## config.mk

```make
export PLATFORM = sky130hd
export DESIGN_NAME = mc_ctrl_fsm
export DESIGN_NICKNAME = d
export VERILOG_FILES = /design/src/rtl/mc_pkg.sv /design/src/rtl/mc_wait_cnt.sv /design/src/rtl/mc_ctrl_fsm.sv
export SDC_FILE = /design/constraint.sdc
export NUM_CORES = 1
export LEC_CHECK = 0
export ABC_AREA = 1
export ABC_CLOCK_PERIOD_IN_PS = 4130
export CAP_MARGIN = 20
export CELL_PAD_IN_SITES_DETAIL_PLACEMENT = 1
export CELL_PAD_IN_SITES_GLOBAL_PLACEMENT = 2
export CORE_MARGIN = 10
export CORE_UTILIZATION = 25
export CTS_CLUSTER_DIAMETER = 200
export DETAILED_ROUTE_END_ITERATION = 10
export HOLD_SLACK_MARGIN = 0.05
export PLACE_DENSITY_LB_ADDON = 0.1
export SYNTH_ARGS = -nofsm -noshare
export SYNTH_HDL_FRONTEND = slang
export SYNTH_SLANG_ARGS = --single-unit
```

## constraint.sdc

```tcl
create_clock -name Clock -period 4.13 [get_ports Clock]
set_input_delay 0.826 -clock Clock [delete_from_list [all_inputs] [get_ports Clock]]
set_output_delay 0.826 -clock Clock [all_outputs]
set_load 0.1 [all_outputs]
```

## src/rtl/mc_pkg.sv

```systemverilog
// Shared definitions for the multicycle controller: state codes, opcodes, selects.
package mc_pkg;

    typedef enum logic [3:0] {
        ST_FETCH   = 4'd0,
        ST_DECODE  = 4'd1,
        ST_MEMADDR = 4'd2,
        ST_MEMRD   = 4'd3,
        ST_MEMWB   = 4'd4,
        ST_MEMWR   = 4'd5,
        ST_EXEC    = 4'd6,
        ST_RWB     = 4'd7,
        ST_BRANCH  = 4'd8,
        ST_JUMP    = 4'd9,
        ST_IEXEC   = 4'd10,
        ST_IWB     = 4'd11,
        ST_TRAP    = 4'd12
    } state_t;

    localparam logic [5:0] OP_RTYPE = 6'b000000;
    localparam logic [5:0] OP_LW    = 6'b100011;
    localparam logic [5:0] OP_SW    = 6'b101011;
    localparam logic [5:0] OP_BEQ   = 6'b000100;
    localparam logic [5:0] OP_BNE   = 6'b000101;
    localparam logic [5:0] OP_J     = 6'b000010;
    localparam logic [5:0] OP_ADDI  = 6'b001000;

    localparam logic [1:0] ALU_ADD   = 2'b00;
    localparam logic [1:0] ALU_SUB   = 2'b01;
    localparam logic [1:0] ALU_FUNCT = 2'b10;

    localparam logic [1:0] SRCB_REG  = 2'b00;
    localparam logic [1:0] SRCB_FOUR = 2'b01;
    localparam logic [1:0] SRCB_IMM  = 2'b10;
    localparam logic [1:0] SRCB_BOFF = 2'b11;

    localparam logic [1:0] PC_ALU    = 2'b00;
    localparam logic [1:0] PC_ALUOUT = 2'b01;
    localparam logic [1:0] PC_JUMP   = 2'b10;

    // States that wait on MemRdy and are guarded by the timeout counter.
    function automatic logic is_mem_state(input state_t s);
        return (s == ST_FETCH) || (s == ST_MEMRD) || (s == ST_MEMWR);
    endfunction

endpackage

```

## src/rtl/mc_wait_cnt.sv

```systemverilog
// Memory-wait counter: counts stalled cycles; hit_o once TIMEOUT stalls have elapsed.
module mc_wait_cnt #(
    parameter int unsigned TIMEOUT = 16
) (
    input  logic clk_i,
    input  logic rstn_i,
    input  logic clr_i,
    input  logic inc_i,
    output logic hit_o
);

    localparam int unsigned CW = (TIMEOUT > 0) ? $clog2(TIMEOUT + 1) : 1;

    logic [CW-1:0] cnt_q, cnt_d;

    // hit_o is the registered count having reached TIMEOUT, so a MemRdy in
    // that same cycle can still complete the access.
    always_comb begin
        hit_o = (TIMEOUT != 0) && (cnt_q == CW'(TIMEOUT));
        cnt_d = cnt_q;
        if (clr_i)
            cnt_d = '0;
        else if (inc_i && !hit_o && (TIMEOUT != 0))
            cnt_d = cnt_q + 1'b1;
    end

    // Counter register with synchronous active-low reset.
    always_ff @(posedge clk_i) begin
        if (!rstn_i)
            cnt_q <= '0;
        else
            cnt_q <= cnt_d;
    end

endmodule

```

## src/rtl/mc_ctrl_fsm.sv

```systemverilog
// Multicycle MIPS-style control FSM with memory-wait timeout and sticky trap.
module mc_ctrl_fsm
    import mc_pkg::*;
#(
    parameter int unsigned TIMEOUT = 16,
    parameter bit          EN_EXT  = 1'b1,
    parameter int unsigned OP_W    = 6
) (
    input  logic            Clock,
    input  logic            Resetn,
    input  logic [OP_W-1:0] Op,
    input  logic            MemRdy,
    output logic            RegWr,
    output logic            MemRd,
    output logic            MemWr,
    output logic            RegDst,
    output logic            MemtoReg,
    output logic            IRWr,
    output logic            IorD,
    output logic            PCWr,
    output logic            PCWrCond,
    output logic            PCWrCondN,
    output logic            ALUSrcA,
    output logic [1:0]      PCSrc,
    output logic [1:0]      ALUOp,
    output logic [1:0]      ALUSrcB,
    output logic            Retire,
    output logic            Trap,
    output logic [3:0]      State
);

    state_t state_q, state_d;
    logic   hit, cnt_clr, cnt_inc;
    logic   is_r, is_lw, is_sw, is_beq, is_bne, is_j, is_addi;

    assign is_r    = (Op == OP_W'(OP_RTYPE));
    assign is_lw   = (Op == OP_W'(OP_LW));
    assign is_sw   = (Op == OP_W'(OP_SW));
    assign is_beq  = (Op == OP_W'(OP_BEQ));
    assign is_bne  = (Op == OP_W'(OP_BNE))  && EN_EXT;
    assign is_j    = (Op == OP_W'(OP_J));
    assign is_addi = (Op == OP_W'(OP_ADDI)) && EN_EXT;

    // Any state change restarts the count, so each memory state starts from zero.
    assign cnt_clr = (state_d != state_q);
    assign cnt_inc = is_mem_state(state_q) && !MemRdy;
    assign State   = state_q;

    mc_wait_cnt #(.TIMEOUT(TIMEOUT)) u_wait_cnt (
        .clk_i  (Clock),
        .rstn_i (Resetn),
        .clr_i  (cnt_clr),
        .inc_i  (cnt_inc),
        .hit_o  (hit)
    );

    // State register; reset returns to FETCH from anywhere, including TRAP.
    always_ff @(posedge Clock) begin
        if (!Resetn)
            state_q <= ST_FETCH;
        else
            state_q <= state_d;
    end

    // Next-state and datapath control decode.
    always_comb begin
        state_d   = state_q;
        RegWr     = 1'b0;
        MemRd     = 1'b0;
        MemWr     = 1'b0;
        RegDst    = 1'b0;
        MemtoReg  = 1'b0;
        IRWr      = 1'b0;
        IorD      = 1'b0;
        PCWr      = 1'b0;
        PCWrCond  = 1'b0;
        PCWrCondN = 1'b0;
        ALUSrcA   = 1'b0;
        PCSrc     = PC_ALU;
        ALUOp     = ALU_ADD;
        ALUSrcB   = SRCB_REG;
        Retire    = 1'b0;
        Trap      = 1'b0;
        unique case (state_q)
            ST_FETCH: begin
                MemRd   = 1'b1;
                ALUSrcB = SRCB_FOUR;
                if (MemRdy) begin
                    IRWr    = 1'b1;
                    PCWr    = 1'b1;
                    state_d = ST_DECODE;
                end else if (hit) begin
                    state_d = ST_TRAP;
                end
            end
            ST_DECODE: begin
                ALUSrcB = SRCB_BOFF;
                if (is_r)                state_d = ST_EXEC;
                else if (is_lw || is_sw) state_d = ST_MEMADDR;
                else if (is_beq || is_bne) state_d = ST_BRANCH;
                else if (is_j)           state_d = ST_JUMP;
                else if (is_addi)        state_d = ST_IEXEC;
                else                     state_d = ST_TRAP;
            end
            ST_MEMADDR: begin
                ALUSrcA = 1'b1;
                ALUSrcB = SRCB_IMM;
                if (is_lw)      state_d = ST_MEMRD;
                else if (is_sw) state_d = ST_MEMWR;
                else            state_d = ST_TRAP;
            end
            ST_MEMRD: begin
                MemRd = 1'b1;
                IorD  = 1'b1;
                if (MemRdy)   state_d = ST_MEMWB;
                else if (hit) state_d = ST_TRAP;
            end
            ST_MEMWB: begin
                RegWr    = 1'b1;
                MemtoReg = 1'b1;
                Retire   = 1'b1;
                state_d  = ST_FETCH;
            end
            ST_MEMWR: begin
                MemWr = 1'b1;
                IorD  = 1'b1;
                if (MemRdy) begin
                    Retire  = 1'b1;
                    state_d = ST_FETCH;
                end else if (hit) begin
                    state_d = ST_TRAP;
                end
            end
            ST_EXEC: begin
                ALUSrcA = 1'b1;
                ALUOp   = ALU_FUNCT;
                state_d = ST_RWB;
            end
            ST_RWB: begin
                RegWr   = 1'b1;
                RegDst  = 1'b1;
                Retire  = 1'b1;
                state_d = ST_FETCH;
            end
            ST_BRANCH: begin
                ALUSrcA   = 1'b1;
                ALUOp     = ALU_SUB;
                PCSrc     = PC_ALUOUT;
                PCWrCond  = is_beq;
                PCWrCondN = is_bne;
                Retire    = 1'b1;
                state_d   = ST_FETCH;
            end
            ST_JUMP: begin
                PCSrc   = PC_JUMP;
                PCWr    = 1'b1;
                Retire  = 1'b1;
                state_d = ST_FETCH;
            end
            ST_IEXEC: begin
                ALUSrcA = 1'b1;
                ALUSrcB = SRCB_IMM;
                state_d = ST_IWB;
            end
            ST_IWB: begin
                RegWr   = 1'b1;
                Retire  = 1'b1;
                state_d = ST_FETCH;
            end
            ST_TRAP: begin
                Trap = 1'b1;
            end
            default: begin
                state_d = ST_TRAP;
            end
        endcase
    end

endmodule

```

# Word-level counts from Yosys, hierarchy flattened
# Cells that the tools add are included.
[word_totals] latchBits=0 input_bits=9 reg_bits=9 wordCells=70 output_inout_bits=23 mem_bits_rw=0 n_memories=0 romBits=0
[op_classes] n_addsub=1 n_lt_le_gt_ge=0 mul=0 n_reduce_logical=17 mux=29 n_div=0 bitwise=1 n_shift=0 eq_ne=20
[ops] op="$pmux 4 s9" n=1
[ops] op="$mux 4" n=8
[ops] op="$eq 4x4->1 const B" n=5
[ops] op="$eq 4x3->1 const B" n=4
[ops] op="$eq 6x3->1 const B" n=2
[ops] op="$eq 6x6->1 const B" n=2
[ops] op="$mux 1" n=12
[ops] op="$mux 3" n=3
[ops] op="$eq 4x2->1 const B" n=2
[ops] op="$pmux 2 s2" n=2
[ops] op="$reduce_or 2->1" n=4
[ops] op="$eq 6x2->1 const B" n=1
[ops] op="$eq 6x4->1 const B" n=1
[ops] op="$logic_not 6->1" n=1
[ops] op="$pmux 2 s3" n=1
[ops] op="$add 5x1->5 const B" n=1
[ops] op="$eq 5x5->1 const B" n=1
[ops] op="$reduce_or 5->1" n=1
[ops] op="$eq 4x1->1 const B" n=1
[ops] op="$logic_not 4->1" n=1
[ops] op="$logic_or 1x1->1" n=4
[ops] op="$ne 4x4->1" n=1
[ops] op="$pmux 1 s2" n=2
[ops] op="$reduce_or 4->1" n=1
[ops] op="other kinds (4)" n=6

# Logic depth before layout (Yosys ltp)
[depth] depth_word=9 mapped_depth=12 depth_no_buf=12

# Hierarchy
# Synthesis repeated with hierarchy kept, for this count alone.
[unflattened] hier_cells=174 area_unflattened_um2=942.2
[by_module_without_submodules] mod="mc_ctrl_fsm" instances=1 area_each_um2=663.1 cells_per_inst=131
[by_module_without_submodules] mod="mc_wait_cnt" instances=1 area_each_um2=279.0 cells_per_inst=43

# Least setup slack after synthesis
# OpenSTA, ideal clock, no wires.
[synth_timing] path_type="register to output" startpoint="register state_q[3] (netlist: State[3])" endpoint="output port PCWrCond" n_path_buf=0 arrival_time_ns=4.232 path_stages_with_launch=7 setup_slack_ns=-0.928 cell_sequence="dfxtp_1 inv_2 nor2_1 inv_1 nor2_1 nand2_1 nor2_1"
[synth_between] elab_chain_len=2
[synth_lines] item="start, declared" line_no="mc_ctrl_fsm.sv:32" text="state_t state_q, state_d;"
[synth_lines] item="start signal, assigned" line_no="mc_ctrl_fsm.sv:62" text="state_q <= state_d;"
[synth_lines] item="$eq 4x4->1" line_no="mc_ctrl_fsm.sv:84" text="unique case (state_q)"
[synth_lines] item="$mux 1" line_no="mc_ctrl_fsm.sv:84"
[synth_lines] item="end, declared" line_no="mc_ctrl_fsm.sv:21" text="output logic PCWrCond,"
# Every way passes these cells.

# Worst setup path in the final report
[layout_timing] startpoint="register state_q[1] (netlist: State[1])" endpoint="output port ALUSrcB[1]"
[layout_between] elab_chain_len=3 word_cells_on_any_way=6 cone_classes="3 x eq/ne; 1 x mux; 2 x reduce/logical"
[layout_lines] item="$eq 4x2->1 / $eq 4x4->1 (equally long branches)" line_no="mc_ctrl_fsm.sv:84"
[layout_lines] item="$reduce_or 2->1 (no line)"
[layout_lines] item="$pmux 2 s3 (*)" line_no="mc_ctrl_fsm.sv:84"
[layout_lines] item="end, declared" line_no="mc_ctrl_fsm.sv:26" text="output logic [1:0] ALUSrcB,"
# Mark *: on every way between the ends. The rest lies on a longest branch, timed or not.

==> results_dict.tcl <==
set metrics [dict create \
    finalClockSkew_ps 3.66 \
    io_pins 32 \
    swShare_pct 56.0 \
    die-width_um 82.8 \
    yosysTopAreaCell "dfxtp_1" \
    synthTopCellsByArea "dfxtp_1 18%, nand2_1 13%, nor2_1 9.9%" \
    rrSetupSlack_ps 2420 \
    cts.htree.levels 1 \
    finalPower_mw 0.529 \
    clock_sinks 9 \
    clk_pin_slew_ps 40 \
    hold_class "register to register" \
    place.gp.congestion 0.839 \
    via_per_inst 4.59 \
    fill_cells 515 \
    synth_cell_types 27 \
    setup_viol 0 \
    crit_slowest_cell "clkdlybuf4s50_1" \
    cp.buffers_inverters 1 \
    cts_buffers 3 \
    rsz0062_at_grt "no" \
    pwr-share-seq_pct 18.9 \
    first_iter_violations 75 \
    crit_start "State[1]" \
    dieHeight_um 82.8 \
    fmax_ghz 0.323 \
    r2r-end "u_wait_cnt.cnt_q[1]" \
    antenna_found_initial 0 \
    cts_root_buf "clkbuf_8" \
    vias 1120 \
    gr-usage-all-layers_pct 9.43 \
    ir_worst_vdd_v 0.000116 \
    num_rows 22 \
    hold_buffers 0 \
    p_leak_nw 0.608 \
    diodes 0 \
    endpoint_kind "primary output" \
    worst_pin_slew_ps 976 \
    crit_type "register to primary output" \
    synth_nets 173 \
    crit_chain "nand2_1 -> o22ai_1 -> clkdlybuf4s50_1" \
    power.share.clock_pct 19.5 \
    finalNetCount 208 \
    regToRegStartpoint "u_wait_cnt.cnt_q[0]" \
    finalWorstSetupSlack_ps 1030 \
    crit_arrival_ps 2270 \
    fin_crit_ps 3100 \
    core_um2 3740 \
    hpwl_um 2790 \
    start_kind "register" \
    firstDrtPassIters 4 \
    grt_pass1_vias 1216 \
    p_per_area_nw_per_um2 384 \
    cts_buffer_depth 2 \
    synth_warnings 0 \
    combPwrFrac_pct 61.5 \
    critPathMaxStageDelay_ps 1160 \
    outcome "finished clean" \
    drc 0 \
    ys_ff_latch 9 \
    routed_wl_um 3180 \
    post_cts_buffers 0 \
    grt_pass1_wl_um 5690 \
    start_util_pct 26.3 \
    synth_top_area_share_pct 18.3 \
    syn_to_final_growth_pct 39.8 \
    wl_per_cell_um 13.0 \
    hold_viol_final 0 \
    layout_common_cells "33 x nand2_1, 22 x inv_1, 21 x nor2_1" \
    slew_headroom_pct 34.8 \
    maxSlewViolCount 0 \
    cts_resized 0 \
    clk_latency_ps 230 \
    reg2regPathDepth 11 \
    syn_inst 162 \
    final_common_cell "nand2_1" \
    cts_tree "built" \
    postSynthAreaPerCell_um2 6.09 \
    hold_start "u_wait_cnt.cnt_q[3]" \
    pre_cts_ws_ps 1230 \
    layout.cells.non_filler 244 \
    layout-drive-gt1-share_pct 26.0 \
    p_int_mw 0.233 \
    grt.overflow.total 0 \
    cp_top_family "buffers and inverters" \
    cp.required_ps 3300 \
    hold_path_depth 3 \
    switching_power_mw 0.296 \
    maxCapViolCount 0 \
    fin_crit_sh_pct 75.0 \
    fin_setup_tns_ps 0 \
    dieArea_um2 6860 \
    path_max_fanout 8 \
    portBuffers 31 \
    dp_cells 240 \
    grt_max_degree 9 \
    hold_end "u_wait_cnt.cnt_q[3]" \
    ant_nets 0 \
    syn_area_um2 986 \
    ys_seq_area_share_pct 18.3 \
]
-- final cells by class --
type / instances / area (um^2) / area share [%]
Tap cell: 48 / 60.1 / 4.36
Clock buffer: 4 / 45.0 / 3.27
Timing Repair Buffer: 31 / 278 / 20.1
Inverter: 31 / 119 / 8.62
Sequential cell: 9 / 180 / 13.1
Multi-Input combinational cell: 121 / 697 / 50.5
-- registers in the layout (all words and copies together) (netlist names) --
| name | cells |
|---|---|
| u_wait_cnt.cnt_q | 5 |
| State | 4 |
-- power groups by stage --
stage          sequential [mW]  combinational (mW)  clock [mW]
2_1_floorplan            0.125               0.233           0
3_3_place_gp             0.101               0.329           0
3_5_place_dp             0.102               0.329           0
4_1_cts                  0.100               0.330       0.108
5_1_grt                  0.102               0.349       0.113
6_report                 0.100               0.326       0.103
-- through the flow --
stage / hold slack (ps) / util (%) / instance area [um^2]
finish: 583 / 36.8 / 1380
global route: 618 / 36.8 / 1380
CTS: 588 / 36.8 / 1380
detailed placement: 582 / 35.6 / 1330
global placement: 563 / 35.6 / 1330
floorplan: 547 / - / 1000
-- worst max path at each step --
| stage | endpoint | slack [ps] | cells past startpoint |
|---|---|---|---|
| after global routing | Trap | 910 | 4 |
| after CTS | ALUSrcB[1] | 1010 | 3 |
| after detailed placement | Retire | 1230 | 4 |
| after floorplan | ALUSrcA | -240 | 4 |
| after global placement | Retire | 1260 | 4 |
| final | ALUSrcB[1] | 1030 | 3 |
-- worst register-to-register path, stage by stage, from the launching register on --
cell,delay (ps)
dfxtp_1,360
inv_1,70
ha_1,210
nand2_1,70
inv_1,40
nand2_1,160
a21oi_1,90
nand2_1,100
nand3_1,80
nand2_1,110
nand4_4,150
nor3_2,210
-- logic make-up (layout without fill, tap and decap cells) --
group	after synthesis	in the layout	synth area share, %
xor+xnor	4	4	3.55
fa+ha+maj	2	2	2.54
flops	9	9	18.3
buf+inv	32	66	12.8
simple gates	101	101	54.8
compound gates	14	14	8.00
-- cells in the mapped netlist, drive strengths merged --
| cell | instances |
|---|---|
| xnor2 | 2 |
| inv | 30 |
| o211ai | 1 |
| o22ai | 1 |
| nand3 | 20 |
| ha | 2 |
| nor3 | 6 |
| clkinv | 1 |
| dfxtp | 9 |
| o21ai | 4 |
| a31oi | 4 |
| nor2 | 32 |
| xor2 | 2 |
| nand4 | 4 |
| and2 | 1 |
| nand2 | 38 |
| a21oi | 4 |
| buf | 1 |
-- routing by layer --
metal  GRT usage, %  vias up  routed length, um
li1               -      582                  -
met5              0        -                  0
met4           3.23        0                 17
met2           14.7       27               1440
met3           2.15        2                169
met1           12.3      509               1550
(Power assumes the default switching activity.)
